[config.mk]
export PLATFORM = sky130hd
export DESIGN_NAME = restador_serie
export DESIGN_NICKNAME = d
export VERILOG_FILES = /design/src/rtl/restador_serie_pkg.sv /design/src/rtl/restador_completo.sv /design/src/rtl/restador_serie.sv
export SDC_FILE = /design/constraint.sdc
export NUM_CORES = 1
export LEC_CHECK = 0
export ABC_AREA = 1
export BUFFER_PORTS_ARGS = -buffer_cell sky130_fd_sc_hd__buf_2
export CORE_MARGIN = 8
export CORE_UTILIZATION = 40
export CTS_CLUSTER_SIZE = 10
export DETAILED_ROUTE_END_ITERATION = 7
export GPL_TIMING_DRIVEN = 0
export SLEW_MARGIN = 20
export SYNTH_ARGS = -nofsm -noshare
export SYNTH_HDL_FRONTEND = slang
export SYNTH_SLANG_ARGS = --single-unit
export TNS_END_PERCENT = 50
[constraint.sdc]
create_clock -name clk -period 1.75 [get_ports clk]
set_clock_uncertainty 0.05 [all_clocks]
set_input_delay 0.0875 -clock clk [delete_from_list [all_inputs] [get_ports clk]]
set_output_delay 0.0875 -clock clk [all_outputs]
set_load 0.01 [all_outputs]
[src/rtl/restador_serie_pkg.sv]
// Shared definitions for the bit-serial ALU units.
// Contents:
//   state_e   - FSM state encoding (IDLE=0, RUN=1, DONE=2)
//   cnt_width - width of a bit counter that indexes 0..w-1 (at least 1 bit)
package restador_serie_pkg;

  typedef enum logic [1:0] {
    StIdle = 2'd0,
    StRun  = 2'd1,
    StDone = 2'd2
  } state_e;

  function automatic int unsigned cnt_width(input int unsigned w);
    return (w > 1) ? $clog2(w) : 1;
  endfunction

endpackage

[src/rtl/restador_completo.sv]
// Combinational 1-bit full subtractor: computes a - b - bin.
// Ports:
//   a, b  - operand bits
//   bin   - borrow in
//   d     - difference bit
//   bout  - borrow out
module restador_completo (
  input  logic a,
  input  logic b,
  input  logic bin,
  output logic d,
  output logic bout
);

  always_comb begin
    d    = a ^ b ^ bin;
    // Borrow when b exceeds a, or when they tie and a borrow is pending.
    bout = (~a & b) | (~(a ^ b) & bin);
  end

endmodule

[src/rtl/restador_serie.sv]
// Bit-serial subtractor: diff = A - B, one bit per clock, LSB first.
// A start/done handshake lets a controller issue operations back to back.
// Ports:
//   clk, rst_n  - clock and synchronous active-low reset
//   start       - request; operands sampled when the block accepts it (IDLE or DONE)
//   A, B        - minuend and subtrahend
//   busy        - high while the operation runs
//   done        - one-cycle pulse when diff/bout/ovf have just been updated
//   diff        - A - B mod 2^WIDTH
//   bout        - final borrow (A < B unsigned)
//   ovf         - signed overflow of the subtraction
module restador_serie
  import restador_serie_pkg::*;
#(
  parameter int unsigned WIDTH = 4
) (
  input  logic             clk,
  input  logic             rst_n,
  input  logic             start,
  input  logic [WIDTH-1:0] A,
  input  logic [WIDTH-1:0] B,
  output logic             busy,
  output logic             done,
  output logic [WIDTH-1:0] diff,
  output logic             bout,
  output logic             ovf
);

  localparam int unsigned CntW = cnt_width(WIDTH);
  localparam logic [CntW-1:0] CntLast = CntW'(WIDTH - 1);

  state_e           state_q, state_d;
  logic [WIDTH-1:0] a_q, a_d, b_q, b_d, res_q, res_d;
  logic [WIDTH-1:0] diff_q, diff_d;
  logic [CntW-1:0]  cnt_q, cnt_d;
  logic             br_q, br_d;
  logic             bout_q, bout_d;
  logic             ovf_q, ovf_d;
  logic             bit_d, bit_bout;

  restador_completo u_completo (
    .a    (a_q[0]),
    .b    (b_q[0]),
    .bin  (br_q),
    .d    (bit_d),
    .bout (bit_bout)
  );

  always_comb begin
    state_d = state_q;
    a_d     = a_q;
    b_d     = b_q;
    res_d   = res_q;
    cnt_d   = cnt_q;
    br_d    = br_q;
    diff_d  = diff_q;
    bout_d  = bout_q;
    ovf_d   = ovf_q;

    case (state_q)
      StIdle, StDone: begin
        if (start) begin
          state_d = StRun;
          a_d     = A;
          b_d     = B;
          cnt_d   = '0;
          br_d    = 1'b0;
        end else begin
          state_d = StIdle;
        end
      end
      StRun: begin
        a_d   = a_q >> 1;
        b_d   = b_q >> 1;
        res_d = {bit_d, res_q[WIDTH-1:1]};
        br_d  = bit_bout;
        cnt_d = cnt_q + CntW'(1);
        if (cnt_q == CntLast) begin
          state_d = StDone;
          cnt_d   = '0;
          diff_d  = {bit_d, res_q[WIDTH-1:1]};
          bout_d  = bit_bout;
          // On the last bit a_q[0]/b_q[0] are the original sign bits.
          ovf_d   = (a_q[0] != b_q[0]) && (bit_d != a_q[0]);
        end
      end
      default: state_d = StIdle;
    endcase
  end

  always_ff @(posedge clk) begin
    if (!rst_n) begin
      state_q <= StIdle;
      a_q     <= '0;
      b_q     <= '0;
      res_q   <= '0;
      cnt_q   <= '0;
      br_q    <= 1'b0;
      diff_q  <= '0;
      bout_q  <= 1'b0;
      ovf_q   <= 1'b0;
    end else begin
      state_q <= state_d;
      a_q     <= a_d;
      b_q     <= b_d;
      res_q   <= res_d;
      cnt_q   <= cnt_d;
      br_q    <= br_d;
      diff_q  <= diff_d;
      bout_q  <= bout_d;
      ovf_q   <= ovf_d;
    end
  end

  always_comb begin
    busy = (state_q == StRun);
    done = (state_q == StDone);
    diff = diff_q;
    bout = bout_q;
    ovf  = ovf_q;
  end

endmodule
# Word-level counts from Yosys, hierarchy flattened
# Cells that the tools add are included.
op_classes:
  n_addsub: 1
  eq_ne: 7
  muxes: 12
  n_bitwise: 7
  reduce_logical: 6
ops:
  columns: ["op", "n"]
  rows:
  - ["$pmux W4 S2", 2]
  - ["$mux W4", 2]
  - ["$pmux W2 S2", 2]
  - ["$mux W2", 3]
  - ["$eq A2 B2 Y1 const B", 2]
  - ["$reduce_and A2 Y1", 2]
  - ["$add A2 B1 Y2 const B", 1]
  - ["$and A1 B1 Y1", 2]
  - ["$eq A2 B1 Y1 const B", 1]
  - ["$logic_not A2 Y1", 1]
  - ["$mux W1", 2]
  - ["$ne A1 B1 Y1", 2]
  - ["$ne A2 B1 Y1 const B", 1]
  - ["$ne A2 B2 Y1 const B", 1]
  - ["$not A1 Y1", 2]
  - ["$pmux W1 S2", 1]
  - ["$reduce_bool A2 Y1", 1]
  - ["$reduce_or A2 Y1", 1]
  - ["$xor A1 B1 Y1", 2]
  - ["$logic_and A1 B1 Y1", 1]
  - ["$or A1 B1 Y1", 1]
totals:
  regBits: 23
  in_bits: 11
  elab_cells: 42

# Depth between registers and ports, before layout
# Gate-level depths: netlist of the first run.
logic_depth:
  word_depth: 5
  depth_mapped: 8
  mapped_depth_nobuf: 8

# By module
# A second synthesis of the first run with hierarchy kept.
hier_totals:
  hier_cells: 143
  area_unflattened_um2: 1114.8
modules_own_cells:
  columns: ["module", "instances", "cells_per_inst", "area_per_inst_um2", "seq_area_each_um2"]
  rows:
  - ["restador_serie", 1, 139, 1083.5, 440.4]
  - ["restador_completo", 1, 4, 31.3, 0.0]

# Worst setup path before layout of the first run
# Ideal clock, no wire load.
synth_timing:
  path_type: "register to register"
  startpoint: "register a_q[0]"
  endpoint: "register ovf_q, in the netlist ovf"
  arrival_ns: 1.142
  path_slack_ns: 0.449
  path_stages_with_launch: 9
  n_path_buf: 0
  synth_period_minus_slack_ns: 1.301
  cell_sequence: "dfxtp_1 -> inv_1 -> fa_1 -> inv_1 -> nand2_1 -> nand3b_1 -> nand2_1 -> nand2_1 -> inv_1"
synth_via:
  elab_chain_len: 4
synth_rtl:
  columns: ["item", "line_no", "source"]
  rows:
  - ["start, declared", "restador_serie.sv:33", "logic [WIDTH-1:0] a_q, a_d, b_q, b_d, res_q, res_d;"]
  - ["start signal, assigned", "restador_serie.sv:94", "a_q <= '0;"]
  - ["start signal, assigned", "restador_serie.sv:104", "a_q <= a_d;"]
  - ["$xor A1 B1 Y1 (2 in a row)", "restador_completo.sv:16", "d = a ^ b ^ bin;"]
  - ["$ne A1 B1 Y1", "restador_serie.sv:84", "ovf_d = (a_q[0] != b_q[0]) && (bit_d != a_q[0]);"]
  - ["$logic_and A1 B1 Y1 *", "restador_serie.sv:84", null]
  - ["end signal, assigned", "restador_serie.sv:111", "ovf_q <= ovf_d;"]
  - ["end, declared", "restador_serie.sv:38", "logic ovf_q, ovf_d;"]
# Mark *: on every way between the ends. The rest lies on a longest branch, timed or not.
# A chain may end at the register's enable or synchronous reset.

# Final worst setup path of the first run
layout_timing:
  startpoint: "register state_q[1]"
  endpoint: "output port busy"
layout_via:
  elab_chain_len: 1
layout_rtl:
  columns: ["item", "line_no", "source"]
  rows:
  - ["start, declared", "restador_serie.sv:32", "state_e state_q, state_d;"]
  - ["start signal, assigned", "restador_serie.sv:93", "state_q <= StIdle;"]
  - ["start signal, assigned", "restador_serie.sv:103", "state_q <= state_d;"]
  - ["$eq A2 B1 Y1", "restador_serie.sv:116", "busy = (state_q == StRun);"]
  - ["end, declared", "restador_serie.sv:22", "output logic busy,"]
# Every way passes these cells.

==> results of run 1 <==
-- per-layer routing --
metal,GRT usage [%],part of all wire (%),vias to the layer above
li1,-,-,509
met1,13.6,48,444
met2,19.5,47,9
met3,1.99,4.0,2
met4,5.37,0.84,0
met5,0,0,-
-- per-stage QoR --
stage / area, um2 / total power, mW
5_1_grt: 1340 / 1.21
3_5_place_dp: 1200 / 0.754
4_1_cts: 1340 / 1.17
2_1_floorplan: 1070 / 0.704
3_3_place_gp: 1200 / 0.747
6_report: 1340 / 1.16
-- where the power goes --
part	switching (mW)	internal, mW
sequential	0.0155	0.531
clock	0.166	0.231
combinational	0.118	0.0938
total	0.299	0.856
-- critical path, delay by kind of cell (launching register included) --
family / cells / cell delay [ns]
flip-flops: 1 / 0.33
buffers and inverters: 4 / 0.56
AND/OR/NAND/NOR: 1 / 0.11
-- Yosys cell counts --
master	instances	area, um2
nand2_1	31	116
dfxtp_1	22	440
inv_1	20	75.1
nand3_1	16	80.1
nor2_1	15	56.3
a21oi_1	11	55.1
nor3_1	5	25.0
buf_6	3	33.8
o21ai_0	3	15.0
ha_1	2	25.0
inv_4	2	12.5
nand3b_1	2	15.0
buf_2	1	5.00
buf_8	1	15.0
clkbuf_1	1	3.75
fa_1	1	20.0
inv_2	1	3.75
nand2_2	1	6.26
nand2_4	1	11.3
nand2_8	1	20.0
nand3_2	1	10.0
nand3_4	1	17.5
nor3_2	1	10.0
-- sequential cells by signal (all words and copies together), names as in the netlist --
name and count:
br_q 1, state_q 2, cnt_q 2, bout 1, b_q 4, diff 4, a_q 4, res_q 3
ovf 1
-- path summary, 6_finish.rpt --
check / depth (start not counted) / to / start / slack, ns
hold reg to reg: 2 / diff[0] / res_q[1] / 0.42
setup reg to reg: 8 / ovf / a_q[0] / 0.33
setup / recovery: 5 / busy / state_q[1] / 0.30
hold / removal: 4 / a_q[2] / start / 0.12
-- logic make-up (layout without fill, tap and decap cells) --
group,after synthesis,in the layout,synth area share (%)
compound gates,14,14,6.53
fa+ha+maj,3,3,4.20
buf+inv,29,60,13.9
flops,22,22,41.1
simple gates,75,75,34.3
-- timing repair --
item	in CTS	in global routing
endpoints found under the hold margin	9	0
hold buffers	9	0
resized for setup	0	0
-- cell type report --
class                           instances  area [um2]  area share (%)
Multi-Input combinational cell         92         483            36.0
Clock inverter                          1        30.0            2.24
Sequential cell                        22         440            32.8
Clock buffer                            3        22.5            1.68
Buffer                                  6        57.6            4.29
Inverter                               23        91.3            6.80
Tap cell                               30        37.5            2.80
Timing Repair Buffer                   27         180            13.4
==> results.md, run 1 <==
* Status: finished, final reports clean
* Max clock buf depth at 2
* Vias at a little under 1000
* Crit-path slowest cell: dfxtp_1
* Least-Margin Pin Slew at approximately 0.44 ns
* RD Place Congestion at 0.786
* Setup TNS at 0 ns
* WHS at 0.124 ns
* I/O Pins at 19
* Slew HR at 70.6%
* # port buffers at 18
* Global-route wire length before repair at 4.11 mm
* WL final at 2.39 mm
* Die ar. at between 0.004 and 0.005 mm2
* P_leak at ~0.65 nW
* Area growth from synthesis to layout at 25.2%
* Max Slew Vio Count at 0
* Initial Utilization at 42.9%
* Synthesized Nets at 157
* Pwr dens at 861 mW/mm2
* Placed instance count at approximately 190
* Vias in the first global route at around 910
* Global-route usage over all layers at a little under an eighth
* CTS tree: yes
* Non-filler cells in the finished layout at 204
* Sequential-to-total area share from yosys stat at approximately 40%
* DRT antenna net count at 0
* Clock transition at path regs at approximately 0.13 ns
* FP Rows at 18
* Arrival @ worst endpoint at between 1 and 1.5 ns
* Postcts setup bufs at 0
* Flops & latches, synth at 22
* Clk sink count at 22
* WP data required at approximately 1.6 ns
* Share of layout cells above drive strength 1 at around a fifth
* Critical Path Start Type: flop
* Die Y at ~68 um
* DR vias/cell at around 4.7
* CP Capture Type: output pin
* Yosys warnings at 0
* Mean area per synthesized cell at between 7 and 8 um2
* Pin count of the biggest net entering global routing at 14
* Max cap viols at 0
* Core Util, Final at a little over half
* Fillers at 270
* Htree depth at 1
* Cell area after synthesis at 0.00107 mm2
* Most frequent cells in the layout: 31 x nand2_1, 22 x dfxtp_1, 20 x inv_1
* Drt pass-1 iters at 4
* Initial DRC count at 40
* Period utilization at 82.7%
* Remaining DRCs at 0
* Slowest stage delay, CP at 0.33 ns
* Final hold violations at 0
* CTS Buf Count at 3
* Initial antenna violation count at 0
* Peak VDD IR at 0.530 mV
* Core area at 0.00250 mm2
* Post-DP HPWL at 1.72 mm
* CP Max Fanout at 10
* Drt wl/cell at approximately 12 um
* Gr ovfl total at 0
* CP Class: reg -> out
* Final worst slack at about 0.3 ns
* FMAX at roughly 700 MHz
* Clk_lat worst skew at 0.31 ns
* Commonest non-fill, non-tap cell in the layout: nand2_1
* Root buf cell: clkbuf_4
* Unique masters post-synth at 23
* Die W at approximately 68 um
* Syn Inst Count at about 140
* Final Setup Violations at 0
* CP cell instances: inv_2 -> nand2_4 -> inv_4 -> buf_6 -> buf_2
* Ant diodes at 0
* Fin crit period at 1.45 ns
* RSZ-0062 raised after global routing: false
* Final #Nets at 189
* Hold Crit Class: in -> reg
* Setup WS pre-CTS at approximately 0.35 ns
No activity file was read; power rests on OpenSTA's default activity.
==> run 2: changes to the inputs <==
Clock period 1.75 ns to 1.5 ns, I/O delays scaled along.
==> run 2 against run 1 <==
Net effect:
- first-iteration DRC count down 2.5%
- critical endpoint unchanged
- final cell count unchanged
- sequential power up 17%
==> results.md, run 2 (same netlist as run 1, synthesis figures left out) <==
* Status: finished, final reports clean
* FP Rows at 18 (unchanged)
* CP Class: reg -> out
* # port buffers at 18 (unchanged)
* WHS at 0.113 ns (-0.0115 ns)
* Placed inst area at 0.00120 mm2 (unchanged)
* CTS Buf Count at 3 (unchanged)
* Core Util, Final at 53.9% (+0.20 points)
* Die Y at 67.8 um (unchanged)
* Peak VDD IR at 0.618 mV (+17%)
* Post-DP HPWL at 1.72 mm (unchanged)
* P_sw at 0.350 mW (+17%)
* Final worst slack at 0.0836 ns (-0.219 ns)
* Gr ovfl total at 0 (unchanged)
* Least-Margin Pin Slew at 0.467 ns (+0.0258 ns)
* I/O Pins at 19 (unchanged)
* Clock share of power at 34.2% (-0.2 points)
* Die W at 67.8 um (unchanged)
* Sw Share at 25.9% (about the same)
* Clock transition at path regs at 0.13 ns (about the same)
* Combinational power share at 18.5% (+0.2 points)
* Drt pass-1 iters at 2 (-2)
* Non-filler cells in the finished layout at 204 (unchanged)
* FMAX at between 700 and 800 MHz
* Area growth from synthesis to layout at 25.7%
* Max clock buf depth at 2 (unchanged)
* Hold Crit Class: in -> reg
* Slew HR at 68.9% (-1.7 points)
* Core area at 0.00250 mm2 (unchanged)
* Slowest stage delay, CP at 0.35 ns (+0.02 ns)
* Crit-path slowest cell: dfxtp_1
* DR vias/cell at 4.71 (-0.41%)
* WP data required at 1.37 ns (-0.24 ns)
* Clk sink count at 22 (unchanged)
* Initial antenna violation count at 0 (unchanged)
* Clk_lat worst skew at 0.31 ns (about the same)
* Arrival @ worst endpoint at 1.29 ns (-0.02 ns)
* Setup WS pre-CTS at 0.0996 ns (-0.250 ns)
* Hold depth at 4 (unchanged)
* Seq pwr share at 47.3% (about the same)
* Global-route wire length before repair at 4.11 mm (unchanged)
* R2r worst-path depth at 8 (unchanged)
* CP cell instances: buf_6 -> nand2_4 -> inv_4 -> buf_6 -> buf_2
* Drt wl/cell at 11.8 um (+0.79%)
* DRT antenna net count at 0 (unchanged)
* Critical Path Most Common Cell: buf_6
* CTS tree: yes
* Final Setup Violations at 0 (unchanged)
* Placed instance count at 191 (unchanged)
* Fin crit period at around 1.4 ns
* Cell Int Power at 1.00 mW (+17%)
* Initial Utilization at 42.9% (unchanged)
* P_leak at 0.645 nW (about the same)
* Htree depth at 1 (unchanged)
* Max Slew Vio Count at 0 (unchanged)
* Postcts setup bufs at 0 (unchanged)
* Vias in the first global route at 913 (unchanged)
* Global-route usage over all layers at 11.4% (unchanged)
* Overall power at 1.35 mW (+17%)
* Sequential Area at 443 um2 (+0.57%)
* WL final at 2.41 mm (+0.79%)
* RD Place Congestion at 0.786 (unchanged)
* Root buf cell: clkbuf_4
* Pwr dens at 1000 mW/mm2 (+17%)
* CP Max Fanout at 10 (unchanged)
* Pin count of the biggest net entering global routing at 14 (unchanged)
* Most frequent cells in the layout: 31 x nand2_1, 20 x dfxtp_1, 19 x buf_2
* Setup TNS at 0 ns (unchanged)
* Max cap viols at 0 (unchanged)
* Share of layout cells above drive strength 1 at 23.0% (+2.3 points)
* Multi-input gate area at 483 um2 (unchanged)
* Final #Nets at 189 (unchanged)
* Ant diodes at 0 (unchanged)
* Initial DRC count at 39 (-2.5%)
* Vias at 960 (-0.41%)
* Remaining DRCs at 0 (unchanged)
* Period utilization at a little over nine tenths
* Design area at 0.00135 mm2 (+0.37%)
* Commonest non-fill, non-tap cell in the layout: nand2_1
* Final hold violations at 0 (unchanged)
* Fillers at 269 (-0.37%)
* Critical Path Start Type: flop
* Die ar. at 0.00459 mm2 (unchanged)
* CP Capture Type: output pin
[run 2: path summary, 6_finish.rpt]
check | end | startpoint | slack, ns
hold / removal | a_q[2] | start | 0.11
hold reg to reg | diff[3] | diff[3] | 0.42
setup reg to reg | ovf | a_q[0] | 0.14
setup / recovery | busy | state_q[0] | 0.08
[run 2: cell type report]
type	instances	share of cell area, %
Multi-Input combinational cell	92	35.8
Sequential cell	22	32.9
Timing Repair Buffer	27	13.4
Inverter	23	6.96
Buffer	6	4.27
Tap cell	30	2.79
Clock inverter	1	2.23
Clock buffer	3	1.67
[run 2: critical path: cells and delay by family (launching register included)]
| family | cells | cell delay (ns) |
|---|---|---|
| DFF | 1 | 0.35 |
| and+or+nand+nor | 1 | 0.09 |
| buffers and inverters | 4 | 0.54 |
[run 2: repair_timing]
action	4_1_cts	5_1_grt
hold endpoints to repair	9	0
setup endpoints to repair	0	2
hold buffers	9	0
gates resized for setup	0	5
[run 2: routing by layer]
layer / wire (um) / GRT usage (%)
met4: 20 / 5.37
met5: 0 / 0
met1: 1170 / 13.6
met2: 1130 / 19.5
met3: 96 / 1.99
[run 2: power by group through the flow]
stage          Sequential [mW]  Combinational, mW  Clock, mW
2_1_floorplan            0.646              0.175          0
3_3_place_gp             0.649              0.222          0
3_5_place_dp             0.651              0.229          0
4_1_cts                  0.638              0.249      0.473
5_1_grt                  0.644              0.284      0.487
6_report                 0.639              0.250      0.463
==> run 3: changes to the inputs <==
Settings changed: SETUP_SLACK_MARGIN set to 0.3.
==> run 3 against run 2 <==
Net effect:
- die area stayed put
- sequential power barely moved
- critical path depth did not move
- worst setup slack better by 0.034 ns
- routed wire length is 18% higher
- global-route usage rose by 0.44 points
- design area is 22% higher
- combinational power up 50%
- via count grew 8.6%
- final cell count is 7.4% higher
==> results.md, run 3 (same netlist as run 1, synthesis figures left out) <==
* Global-route usage over all layers at 11.9% (+0.44 points)
* CP Max Fanout at 3 (-7)
* Max cap viols at 0 (unchanged)
* Slew HR at 85.1% (+16 points)
* Top delay family on crit path: adder cells
* Critical Path Most Common Cell: inv_2
* Crit-path slowest cell: fa_1
* R2R setup slack at 0.12 ns (-0.02 ns)
* Peak VDD IR at 0.618 mV (about the same)
* Initial DRC count at 45 (+15%)
* Pwr dens at 906 mW/mm2 (-9.7%)
* Vias in the first global route at 935 (+2.4%)
* P_leak at 0.762 nW (+18%)
* FP Rows at 18 (unchanged)
* Remaining DRCs at 0 (unchanged)
* Setup TNS at 0 ns (unchanged)
* Max Slew Vio Count at 0 (unchanged)
* FMAX at 723 MHz (+2.5%)
* Arrival @ worst endpoint at 1.55 ns (+0.26 ns)
* Area growth from synthesis to layout at 52.7%
* Overall power at 1.48 mW (+9.7%)
* Drt pass-1 iters at 4 (+2)
* Vias at 1043 (+8.6%)
* Htree depth at 1 (unchanged)
* CTS Buf Count at 3 (unchanged)
* Most frequent cells in the layout: 28 x nand2_1, 17 x inv_1, 17 x buf_2
* Gr ovfl total at 0 (unchanged)
* Hold depth at 4 (unchanged)
* DR vias/cell at 4.76 (+1.2%)
* Final #Nets at 204 (+7.9%)
* Critical Path Start Type: flop
* Commonest non-fill, non-tap cell in the layout: nand2_1
* Die ar. at 0.00459 mm2 (unchanged)
* RSZ-0062 raised after global routing: true
* Clock transition at path regs at 0.13 ns (about the same)
* Final hold violations at 0 (unchanged)
* CP Buf/Inv Count at 2 (-2)
* I/O Pins at 19 (unchanged)
* Die Y at 67.8 um (unchanged)
* Core area at 0.00250 mm2 (unchanged)
* Least-Margin Pin Slew at 0.224 ns (-0.243 ns)
* Global-route wire length before repair at 4.26 mm (+3.9%)
* Pin count of the biggest net entering global routing at 14 (unchanged)
* Non-filler cells in the finished layout at 219 (+7.4%)
* R2r worst-path depth at 5 (-3)
* WHS at 0.129 ns (+0.0164 ns)
* Hold Crit Class: in -> reg
* WP data required at 1.67 ns (+0.30 ns)
* Initial Utilization at 42.9% (unchanged)
* Initial antenna violation count at 0 (unchanged)
* RD Place Congestion at 0.786 (unchanged)
* Die W at 67.8 um (unchanged)
* CP Class: reg -> reg
* CP cell instances: inv_2 -> fa_1 -> inv_2 -> o21ai_0 -> nor2_1
* CTS tree: yes
* Fin crit period at 1.38 ns (-0.0339 ns)
* Root buf cell: clkbuf_4
* Placed instance count at 191 (unchanged)
* Status: finished, final reports clean
* Post-DP HPWL at 1.72 mm (about the same)
* Levels on crit path at 5 (unchanged)
* CP Capture Type: flop
* Max clock buf depth at 2 (unchanged)
* Share of layout cells above drive strength 1 at 38.1% (+15 points)
* Ant diodes at 0 (unchanged)
* DRT antenna net count at 0 (unchanged)
* WL final at 2.85 mm (+18%)
* # port buffers at 18 (unchanged)
* Slowest stage delay, CP at 0.53 ns (+0.18 ns)
* Drt wl/cell at 13.0 um (+10%)
* Period utilization at 92.2% (-2.3 points)
* Clk sink count at 22 (unchanged)
* Final Setup Violations at 0 (unchanged)
* Clk_lat worst skew at 0.31 ns (about the same)
-- run 3: path summary, 6_finish.rpt --
kind	start	to
worst min-delay path	start	a_q[2]
worst max register to register	a_q[0]	res_q[3]
worst max-delay path	a_q[0]	res_q[3]
worst min register to register	res_q[1]	diff[0]
-- run 3: layout make-up --
class                      count  area, um2
multi-input combinational     93        568
fill                         218        862
tap                           30       37.5
sequential                    22        448
buffer                         6       67.6
clock buffer                   3       22.5
timing repair buffer          41        360
clock inverter                 1       30.0
inverter                      23        104
-- run 3: what timing repair did --
item | 4_1_cts | 5_1_grt
buffers inserted | 3 | 9
resized for setup | 5 | 37
hold buffers | 9 | 0
hold endpoints to repair | 9 | 0
pin swaps | 0 | 15
cloned | 0 | 3
endpoints found under the setup margin | 7 | 21
-- run 3: worst min-delay path: stages --
cell     delay, ns
buf_2         0.15
nand2_8       0.11
nor3_1        0.05
nor2_1        0.08
-- run 3: per-stage QoR --
stage	setup slack [ns]	cell area [um2]	utilization, %
final	0.117	1640	65.5
after global routing	0.0278	1640	65.5
after CTS	0.147	1370	54.9
after detailed placement	0.121	1200	48.0
after global placement	0.139	1200	48.0
after floorplan	0.205	1070	-
-- run 3: routing by layer --
metal | share of wire, % | global-route usage (%)
met1 | 46 | 14.2
met2 | 50 | 20.4
met3 | 3.6 | 1.99
met4 | 0.70 | 5.37
met5 | 0 | 0
-- run 3: report_power, final --
| part | leakage [nW] | switching, mW | internal [mW] |
|---|---|---|---|
| registers | 0.182 | 0.0199 | 0.622 |
| clock network | 0.0279 | 0.197 | 0.270 |
| logic | 0.552 | 0.186 | 0.188 |
| total | 0.762 | 0.403 | 1.08 |
